`src/rtl/pro_memory_loader_if.sv`:
```
// Program-load and fetch bus between the loader/core side and the program memory.
// The master side streams words in and issues fetches; the slave side is the memory.
interface pro_memory_loader_if #(
  parameter int INSTR_WIDTH = 17,
  parameter int ADDR_WIDTH  = 8
);
  logic                   load_start;
  logic                   load_valid;
  logic [INSTR_WIDTH-1:0] load_data;
  logic                   load_last;
  logic                   load_ready;
  logic [ADDR_WIDTH:0]    load_count;
  logic [ADDR_WIDTH-1:0]  prg_counter;
  logic                   fetch_req;
  logic [INSTR_WIDTH-1:0] instructions;
  logic                   instr_valid;
  logic                   addr_fault;
  logic                   busy;

  modport master (
    output load_start, load_valid, load_data, load_last, prg_counter, fetch_req,
    input  load_ready, load_count, instructions, instr_valid, addr_fault, busy
  );

  modport slave (
    input  load_start, load_valid, load_data, load_last, prg_counter, fetch_req,
    output load_ready, load_count, instructions, instr_valid, addr_fault, busy
  );
endinterface

```
`src/rtl/pro_memory_loader.sv`:
```
// Loadable program memory: streams a program in, then serves registered
// one-cycle-latency fetches with a valid strobe and out-of-range detection.
module pro_memory_loader #(
  parameter int INSTR_WIDTH = 17,
  parameter int ADDR_WIDTH  = 8,
  parameter int DEPTH       = 256
) (
  input logic                clk,
  input logic                reset,
  pro_memory_loader_if.slave bus
);

  // state | meaning
  // IDLE  | no program loaded, fetches ignored
  // LOAD  | accepting load beats
  // RUN   | serving fetches
  typedef enum logic [1:0] {IDLE, LOAD, RUN} state_t;

  localparam int IDX_W = (DEPTH > 1) ? $clog2(DEPTH) : 1;
  localparam logic [ADDR_WIDTH:0]   DEPTH_W  = (ADDR_WIDTH+1)'(DEPTH);
  localparam logic [ADDR_WIDTH-1:0] LAST_PTR = ADDR_WIDTH'(DEPTH - 1);

  state_t                 state, state_nxt;
  logic [INSTR_WIDTH-1:0] mem [DEPTH];
  logic [ADDR_WIDTH-1:0]  wr_ptr, wr_ptr_nxt;
  logic [ADDR_WIDTH:0]    count, count_nxt;
  logic                   wr_en;
  logic                   in_range;
  logic [INSTR_WIDTH-1:0] instr_q;
  logic                   valid_q;
  logic                   fault_q;

  assign in_range = ({1'b0, bus.prg_counter} < DEPTH_W);

  always_comb begin
    state_nxt  = state;
    wr_ptr_nxt = wr_ptr;
    count_nxt  = count;
    wr_en      = 1'b0;
    case (state)
      IDLE: begin
        if (bus.load_start) begin
          state_nxt  = LOAD;
          wr_ptr_nxt = '0;
          count_nxt  = '0;
        end
      end
      LOAD: begin
        if (bus.load_start) begin
          // restart: earlier words stay in the array, only the session resets
          wr_ptr_nxt = '0;
          count_nxt  = '0;
        end else if (bus.load_valid) begin
          wr_en     = 1'b1;
          count_nxt = count + 1'b1;
          if (wr_ptr != LAST_PTR) wr_ptr_nxt = wr_ptr + 1'b1;
          if (bus.load_last || (count_nxt == DEPTH_W)) state_nxt = RUN;
        end
      end
      RUN: begin
        if (bus.load_start) begin
          state_nxt  = LOAD;
          wr_ptr_nxt = '0;
          count_nxt  = '0;
        end
      end
      default: state_nxt = IDLE;
    endcase
  end

  always_ff @(posedge clk or posedge reset) begin
    if (reset) begin
      state   <= IDLE;
      wr_ptr  <= '0;
      count   <= '0;
      instr_q <= '0;
      valid_q <= 1'b0;
      fault_q <= 1'b0;
    end else begin
      state   <= state_nxt;
      wr_ptr  <= wr_ptr_nxt;
      count   <= count_nxt;
      valid_q <= 1'b0;
      fault_q <= 1'b0;
      if ((state == RUN) && bus.fetch_req) begin
        valid_q <= 1'b1;
        if (in_range) begin
          instr_q <= mem[bus.prg_counter[IDX_W-1:0]];
        end else begin
          instr_q <= '0;
          fault_q <= 1'b1;
        end
      end
    end
  end

  // Array is deliberately outside the reset domain so it maps onto RAM.
  always_ff @(posedge clk) begin
    if (wr_en) mem[wr_ptr[IDX_W-1:0]] <= bus.load_data;
  end

  assign bus.load_ready   = (state == LOAD);
  assign bus.busy         = (state == LOAD);
  assign bus.load_count   = count;
  assign bus.instructions = instr_q;
  assign bus.instr_valid  = valid_q;
  assign bus.addr_fault   = fault_q;

endmodule
```
`src/flat_wrapper.sv`:
```
// flat-port wrapper written by rule: the top's interface ports become plain ports
module pro_memory_loader_flat 
#(
  parameter int INSTR_WIDTH = 17,
  parameter int ADDR_WIDTH  = 8,
  parameter int DEPTH       = 256
)
  (clk, reset, bus_load_start, bus_load_valid, bus_load_data, bus_load_last, bus_prg_counter, bus_fetch_req, bus_load_ready, bus_load_count, bus_instructions, bus_instr_valid, bus_addr_fault, bus_busy);
  pro_memory_loader_if #(.INSTR_WIDTH(INSTR_WIDTH), .ADDR_WIDTH(ADDR_WIDTH)) bus_i ();
  input logic clk;
  input logic reset;
  input wire logic [$bits(bus_i.load_start)-1:0] bus_load_start;
  input wire logic [$bits(bus_i.load_valid)-1:0] bus_load_valid;
  input wire logic [$bits(bus_i.load_data)-1:0] bus_load_data;
  input wire logic [$bits(bus_i.load_last)-1:0] bus_load_last;
  input wire logic [$bits(bus_i.prg_counter)-1:0] bus_prg_counter;
  input wire logic [$bits(bus_i.fetch_req)-1:0] bus_fetch_req;
  output wire logic [$bits(bus_i.load_ready)-1:0] bus_load_ready;
  output wire logic [$bits(bus_i.load_count)-1:0] bus_load_count;
  output wire logic [$bits(bus_i.instructions)-1:0] bus_instructions;
  output wire logic [$bits(bus_i.instr_valid)-1:0] bus_instr_valid;
  output wire logic [$bits(bus_i.addr_fault)-1:0] bus_addr_fault;
  output wire logic [$bits(bus_i.busy)-1:0] bus_busy;
  assign bus_i.load_start = bus_load_start;
  assign bus_i.load_valid = bus_load_valid;
  assign bus_i.load_data = bus_load_data;
  assign bus_i.load_last = bus_load_last;
  assign bus_i.prg_counter = bus_prg_counter;
  assign bus_i.fetch_req = bus_fetch_req;
  assign bus_load_ready = bus_i.load_ready;
  assign bus_load_count = bus_i.load_count;
  assign bus_instructions = bus_i.instructions;
  assign bus_instr_valid = bus_i.instr_valid;
  assign bus_addr_fault = bus_i.addr_fault;
  assign bus_busy = bus_i.busy;
  pro_memory_loader #(.INSTR_WIDTH(INSTR_WIDTH), .ADDR_WIDTH(ADDR_WIDTH), .DEPTH(DEPTH)) u_core (.clk(clk), .reset(reset), .bus(bus_i));
endmodule
```
`config.mk`:
```
export PLATFORM = sky130hd
export DESIGN_NAME = pro_memory_loader_flat
export DESIGN_NICKNAME = d
export VERILOG_FILES = /design/src/rtl/pro_memory_loader_if.sv /design/src/rtl/pro_memory_loader.sv /design/src/flat_wrapper.sv
export SDC_FILE = /design/constraint.sdc
export NUM_CORES = 2
export LEC_CHECK = 0
export CORE_ASPECT_RATIO = 0.9
export CORE_MARGIN = 8
export CORE_UTILIZATION = 30
export CTS_CLUSTER_SIZE = 28
export DETAILED_ROUTE_END_ITERATION = 12
export SLEW_MARGIN = 20
export SYNTH_ARGS = -nofsm -noshare
export SYNTH_HDL_FRONTEND = slang
export SYNTH_MEMORY_MAX_BITS = 65536
export SYNTH_SLANG_ARGS = --single-unit
```
`constraint.sdc`:
```
create_clock -name clk -period 5.15 [get_ports clk]
set_clock_uncertainty 0.2 [all_clocks]
set_input_delay 0.7725 -clock clk [delete_from_list [all_inputs] [get_ports clk]]
set_output_delay 0.7725 -clock clk [all_outputs]
set_load 0.02 [all_outputs]
```
### Word-level counts from Yosys, hierarchy flattened

Memory sizes are Yosys's and may differ from the RTL's. A register that Yosys moved wholly into a read port is not among the register bits.
Cells that the tools add are included.

| storage, ports and cells | value |
|---|---|
| output and inout port bits | 30 |
| bits of input ports | 31 |
| word-level logic and storage cells | 45 |
| bits in registers | 20 |
| memories | 1 |
| memory bits (writable) | 4352 |

Memories:

| memory | words | width | rd ports | clocked after Yosys merged registers in | write ports | line | source |
|---|---|---|---|---|---|---|---|
| u_core.mem | 256 | 17 | 1 | 1 | 1 | pro_memory_loader.sv:24 | `logic [INSTR_WIDTH-1:0] mem [DEPTH];` |

| cells by class | value |
|---|---|
| equal/unequal tests | 10 |
| $add $sub $neg | 2 |
| reductions and logical operators | 8 |
| muxes and demuxes | 20 |

Operators by type and width:

| operator | number |
|---|---|
| $mux W8 | 4 |
| $mux W9 | 3 |
| $pmux W9 S2 | 1 |
| $pmux W8 S2 | 1 |
| $add A9 B1 Y9 const B | 1 |
| $eq A9 B9 Y1 const B | 1 |
| $add A8 B1 Y8 const B | 1 |
| $mux W2 | 4 |
| $ne A8 B8 Y1 const B | 1 |
| $reduce_and A4 Y1 | 2 |
| $mux W1 | 6 |
| $ne A2 B1 Y1 const B | 2 |
| $ne A2 B2 Y1 const B | 2 |
| $pmux W2 S2 | 1 |
| $ne A3 B2 Y1 const B | 1 |
| $ne A3 B3 Y1 const B | 1 |
| $reduce_and A3 Y1 | 1 |
| $eq A2 B1 Y1 const B | 1 |
| $eq A2 B2 Y1 const B | 1 |
| $logic_not A2 Y1 | 1 |
| $reduce_bool A2 Y1 | 1 |
| $reduce_or A2 Y1 | 1 |
| $logic_and A1 B1 Y1 | 1 |
| $logic_or A1 B1 Y1 | 1 |

### Depth between registers and ports, before layout

| depth | value |
|---|---|
| word-level depth | 7 |
| depth in mapped cells | 14 |
| mapped depth without buffers | 8 |

### Least setup slack after synthesis

No wires, ideal clock.

| timing | value |
|---|---|
| path kind | register to register |
| from | register u_core.state[0] |
| to | memory u_core.mem[199][0], enable pin |
| data arrival time | 2.832 ns |
| clock period less this slack | 3.422 ns |
| required time | 4.560 ns |
| path slack | 1.728 ns |
| library setup time | 0.390 ns |
| cell stages (with the launch flop) | 8 |
| buffers on the path | 3 |
| cell sequence | dfrtp_1 > nor2b_1 > and2_1 > clkbuf_1 > clkbuf_1 > nand3_1 > clkbuf_1 > nor2_1 |

| on the way | value |
|---|---|
| cells in the longest elaborated chain, start to end | 4 |

RTL lines:

| item | line | source |
|---|---|---|
| start, declared | pro_memory_loader.sv:23 | `state_t state, state_nxt;` |
| start signal, assigned | pro_memory_loader.sv:80 | `state <= state_nxt;` |
| $eq A2 B1 Y1 | - |  |
| via bus_busy | flat_wrapper.sv:23 | `output wire logic [$bits(bus_i.busy)-1:0] bus_busy;` |
| $mux W1 | pro_memory_loader.sv:40 | `case (state)` |
| $mux W1 | pro_memory_loader.sv:99 | `if (wr_en) mem[wr_ptr[IDX_W-1:0]] <= bus.load_data;` |
| $mux W1 (not written as such) | pro_memory_loader.sv:99 |  |
| end, declared | pro_memory_loader.sv:24 |  |

The timed path passes the listed nets, and every way through them passes these cells.

### Final worst setup path

| timing | value |
|---|---|
| from | register u_core.state[0] |
| to | register u_core.instr_q[4] (netlist: u_core.bus.instructions[4]) (read register of u_core.mem) |

| on the way | value |
|---|---|
| cells in the longest elaborated chain, start to end | 2 |

RTL lines:

| item | line | source |
|---|---|---|
| $eq A2 B2 Y1 | pro_memory_loader.sv:85 | `if ((state == RUN) && bus.fetch_req) begin` |
| $logic_and A1 B1 Y1 | pro_memory_loader.sv:85 |  |
| end, declared | pro_memory_loader.sv:29 | `logic [INSTR_WIDTH-1:0] instr_q;` |

No other way between the ends.
A chain may end at the register's enable or synchronous reset.

==> flow_summary.ini <==
[power_and_ir_drop]
p_int_w = 0.0579
pwr-share-clk_pct = 41.0
seqPwrFrac_pct = 53.4
combPwrFrac_pct = 5.6
leakagePower_nw = 61.9
power_switching_w = 0.0164
ir_drop_v = 0.000310
powerDensity_nw_per_um2 = 378
swShare_pct = 22.0

[global_routing]
grt_antenna_before_repair = 21
grt.total_usage_pct = 15.2
grt_pass1_vias = 85300
grt_max_degree = 189
grt_overflow = 0
grt_pass1_wl_um = 657000

[place]
place_hpwl_um = 286000
dp_cells = 15900
port_buffers = 59
place_congestion = 0.853

[cells_and_area]
mostFrequentLayoutCells = edfxtp_1 (4352), mux4_2 (738), mux2i_1 (667)
final_layout_size_suffix_gt1_share_pct = 24.0
final_cells = 16600
syn2layout_area_growth_pct = 15.8
fin_nets = 8793
regArea_um2 = 132000
nFillCells = 51900
final_common_cell = edfxtp_1
multi_input_area_um2 = 35100

[synth]
syn-mean-instance-area_um2 = 21.0
ys_types = 71
synth_edf_count = 4352
seq_area_frac_synth_pct = 77.6
synth-seq-cells = 4389
synth_area_um2 = 170000
yosysWarnings = 0
synth_flop_cell = edfxtp_1
ys_async_sr_fraction_pct = 0.843
synthCells = 8097
syn_nets = 8134

[timing]
setup_viol = 0
maxSlewViolCount = 0
relSlewSlack_pct = 14.9
tightestPinTransition_ps = 1280
whs_ps = 65.0
clock.fmax_mhz = 209
min_period_ps = 4780
rsz0062_at_grt = false
layout_worst_path_cycle_share_pct = 92.9
hold_viol = 0

[cts]
cts_resized = 0
cts_root_buffer = clkbuf_16
h-tree-depth = 5
cts_tree = done
cts_buffers = 423
clk_pin_slew_worst_paths_ps = 60
cts.sinks = 4389
clock_latency_ps = 1010
cts_buffer_depth = 4

[worst_hold_path]
hold_end = u_core.mem[19][5]
holdCritPathClass = primary input to flop
min_path_cells = 1
hp-start = bus_load_data[5]

[worst_setup_path]
crit_arrival_ps = 5410
reg2regPathDepth = 8
crit_fanout = 19
worstPathRequired_ps = 5780
crit_type = flop to flop
worstSetupEndpointType = flop
critical_path.reg2reg.startpoint = u_core.state[0]
worst_setup_path_start_kind = flop
r2r_end = u_core.bus.instructions[4]
rrSetupSlack_ps = 370

[run_status]
status = finished clean

[detailed_routing]
drcViolationCount = 0
ant_nets = 0
via_count = 86800
dr.first_iter.drc_count = 11300
drt-wirelength-per-cell_um = 28.2
drt_first_pass_iters = 7
totalWireLength_um = 469000
via_per_inst = 5.21

[job]
drv_cap = 0

[floorplan]
die_h_um = 729
core-area_um2 = 564000
die_w_um = 809
rows = 262
start_util_pct = 30.1
ios = 61
dieArea_um2 = 590000
[per-layer routing]
| layer | part of all wire [%] | track usage (%) |
|---|---|---|
| met1 | 41 | 21.2 |
| met2 | 46 | 24.0 |
| met3 | 9.2 | 2.74 |
| met4 | 3.7 | 5.19 |
| met5 | 0.0081 | 0 |
[critical path, stage by stage (launching register included)]
cell and delay [ps]:
dfrtp_1 610, nand3b_1 680, buf_4 510, nor2_2 480, buf_4 320, o21ai_0 170
a211oi_1 560, nand3_1 690, o211ai_1 390
[metrics by stage]
stage | total power, W | TNS [ps] | cell area (um2) | utilization (%) | setup slack [ps]
3_5_place_dp | 0.0446 | -108 | 183000 | 32.4 | -87.5
4_1_cts | 0.0748 | 0 | 196000 | 34.8 | 443
5_1_grt | 0.0762 | 0 | 196000 | 34.8 | 313
2_1_floorplan | 0.0423 | 0 | 170000 | - | 1730
6_report | 0.0743 | 0 | 196000 | 34.8 | 368
3_3_place_gp | 0.0445 | -1990 | 183000 | 32.4 | -785
[state kept, by name, indices dropped and copies added (netlist names)]
name                     flops
u_core.mem                4352
u_core.bus.instructions     17
u_core.bus.load_count        9
u_core.wr_ptr                8
u_core.state                 2
u_core.bus.instr_valid       1
[power by group through the flow]
| stage | Sequential (W) | Combinational, W | Clock, W |
|---|---|---|---|
| floorplan | 0.0403 | 0.00199 | 0 |
| global placement | 0.0404 | 0.00410 | 0 |
| detailed placement | 0.0404 | 0.00418 | 0 |
| CTS | 0.0396 | 0.00418 | 0.0309 |
| global route | 0.0396 | 0.00436 | 0.0322 |
| finish | 0.0396 | 0.00417 | 0.0305 |
[what timing repair did]
action	CTS	global route
endpoints found under the hold margin	0	19
buffers inserted	0	0
endpoints found under the setup margin	0	0
hold buffers	0	1
[logic make-up (layout without fill, tap and decap cells)]
| kind of cell | count (synthesis) | after routing | share of synthesized area (%) |
|---|---|---|---|
| XOR/XNOR | 3 | 3 | 0.0155 |
| buffers and inverters | 499 | 1508 | 2.02 |
| AND/OR/NAND/NOR | 787 | 787 | 2.02 |
| other | 1 | 11 | 0.00221 |
| adder cells (fa/ha/maj) | 6 | 6 | 0.0442 |
| flip-flops | 4389 | 4389 | 77.6 |
| multiplexers | 1456 | 1456 | 14.5 |
| AO/OA/AOI/OAI | 956 | 956 | 3.85 |
[how the worst max path moves through the flow]
stage	start	end	slack (ps)	depth (start not counted)
2_1_floorplan	u_core.state[0]	u_core.mem[199][0]	1730	7
3_3_place_gp	bus_prg_counter[5]	u_core.bus.instructions[5]	-780	8
3_5_place_dp	bus_prg_counter[6]	u_core.bus.instructions[1]	-90	10
4_1_cts	u_core.state[0]	u_core.bus.instructions[4]	440	8
5_1_grt	u_core.state[0]	u_core.bus.instructions[4]	310	8
6_report	u_core.state[0]	u_core.bus.instructions[4]	370	8
[synthesized netlist by cell type (20+ instances only)]
master | number | area [um2]
buf_1 | 20 | 75.1
a22oi_1 | 86 | 646
clkbuf_1 | 152 | 571
buf_8 | 39 | 586
nand3_1 | 72 | 360
a21oi_1 | 134 | 671
dfrtp_1 | 37 | 926
mux4_1 | 45 | 1180
nor2_1 | 328 | 1230
buf_2 | 127 | 636
a211oi_1 | 88 | 661
mux2i_1 | 667 | 6680
nor3_1 | 35 | 175
buf_4 | 66 | 495
nand4_1 | 34 | 213
o221ai_1 | 126 | 1100
buf_6 | 68 | 766
o22ai_1 | 226 | 1410
o21ai_0 | 141 | 706
nand2_1 | 242 | 908
edfxtp_1 | 4352 | 131000
mux4_2 | 738 | 16600
a2111oi_0 | 67 | 587
[layout make-up]
cell class,instances,share of cell area [%]
Antenna cell,10,0.0127
Clock buffer,534,5.69
Clock inverter,241,1.20
Inverter,14,0.0312
Multi-Input combinational cell,3209,17.9
Sequential cell,4389,67.0
Tap cell,7524,4.79
Timing Repair Buffer,719,3.40
No activity file was read; power rests on OpenSTA's default activity.
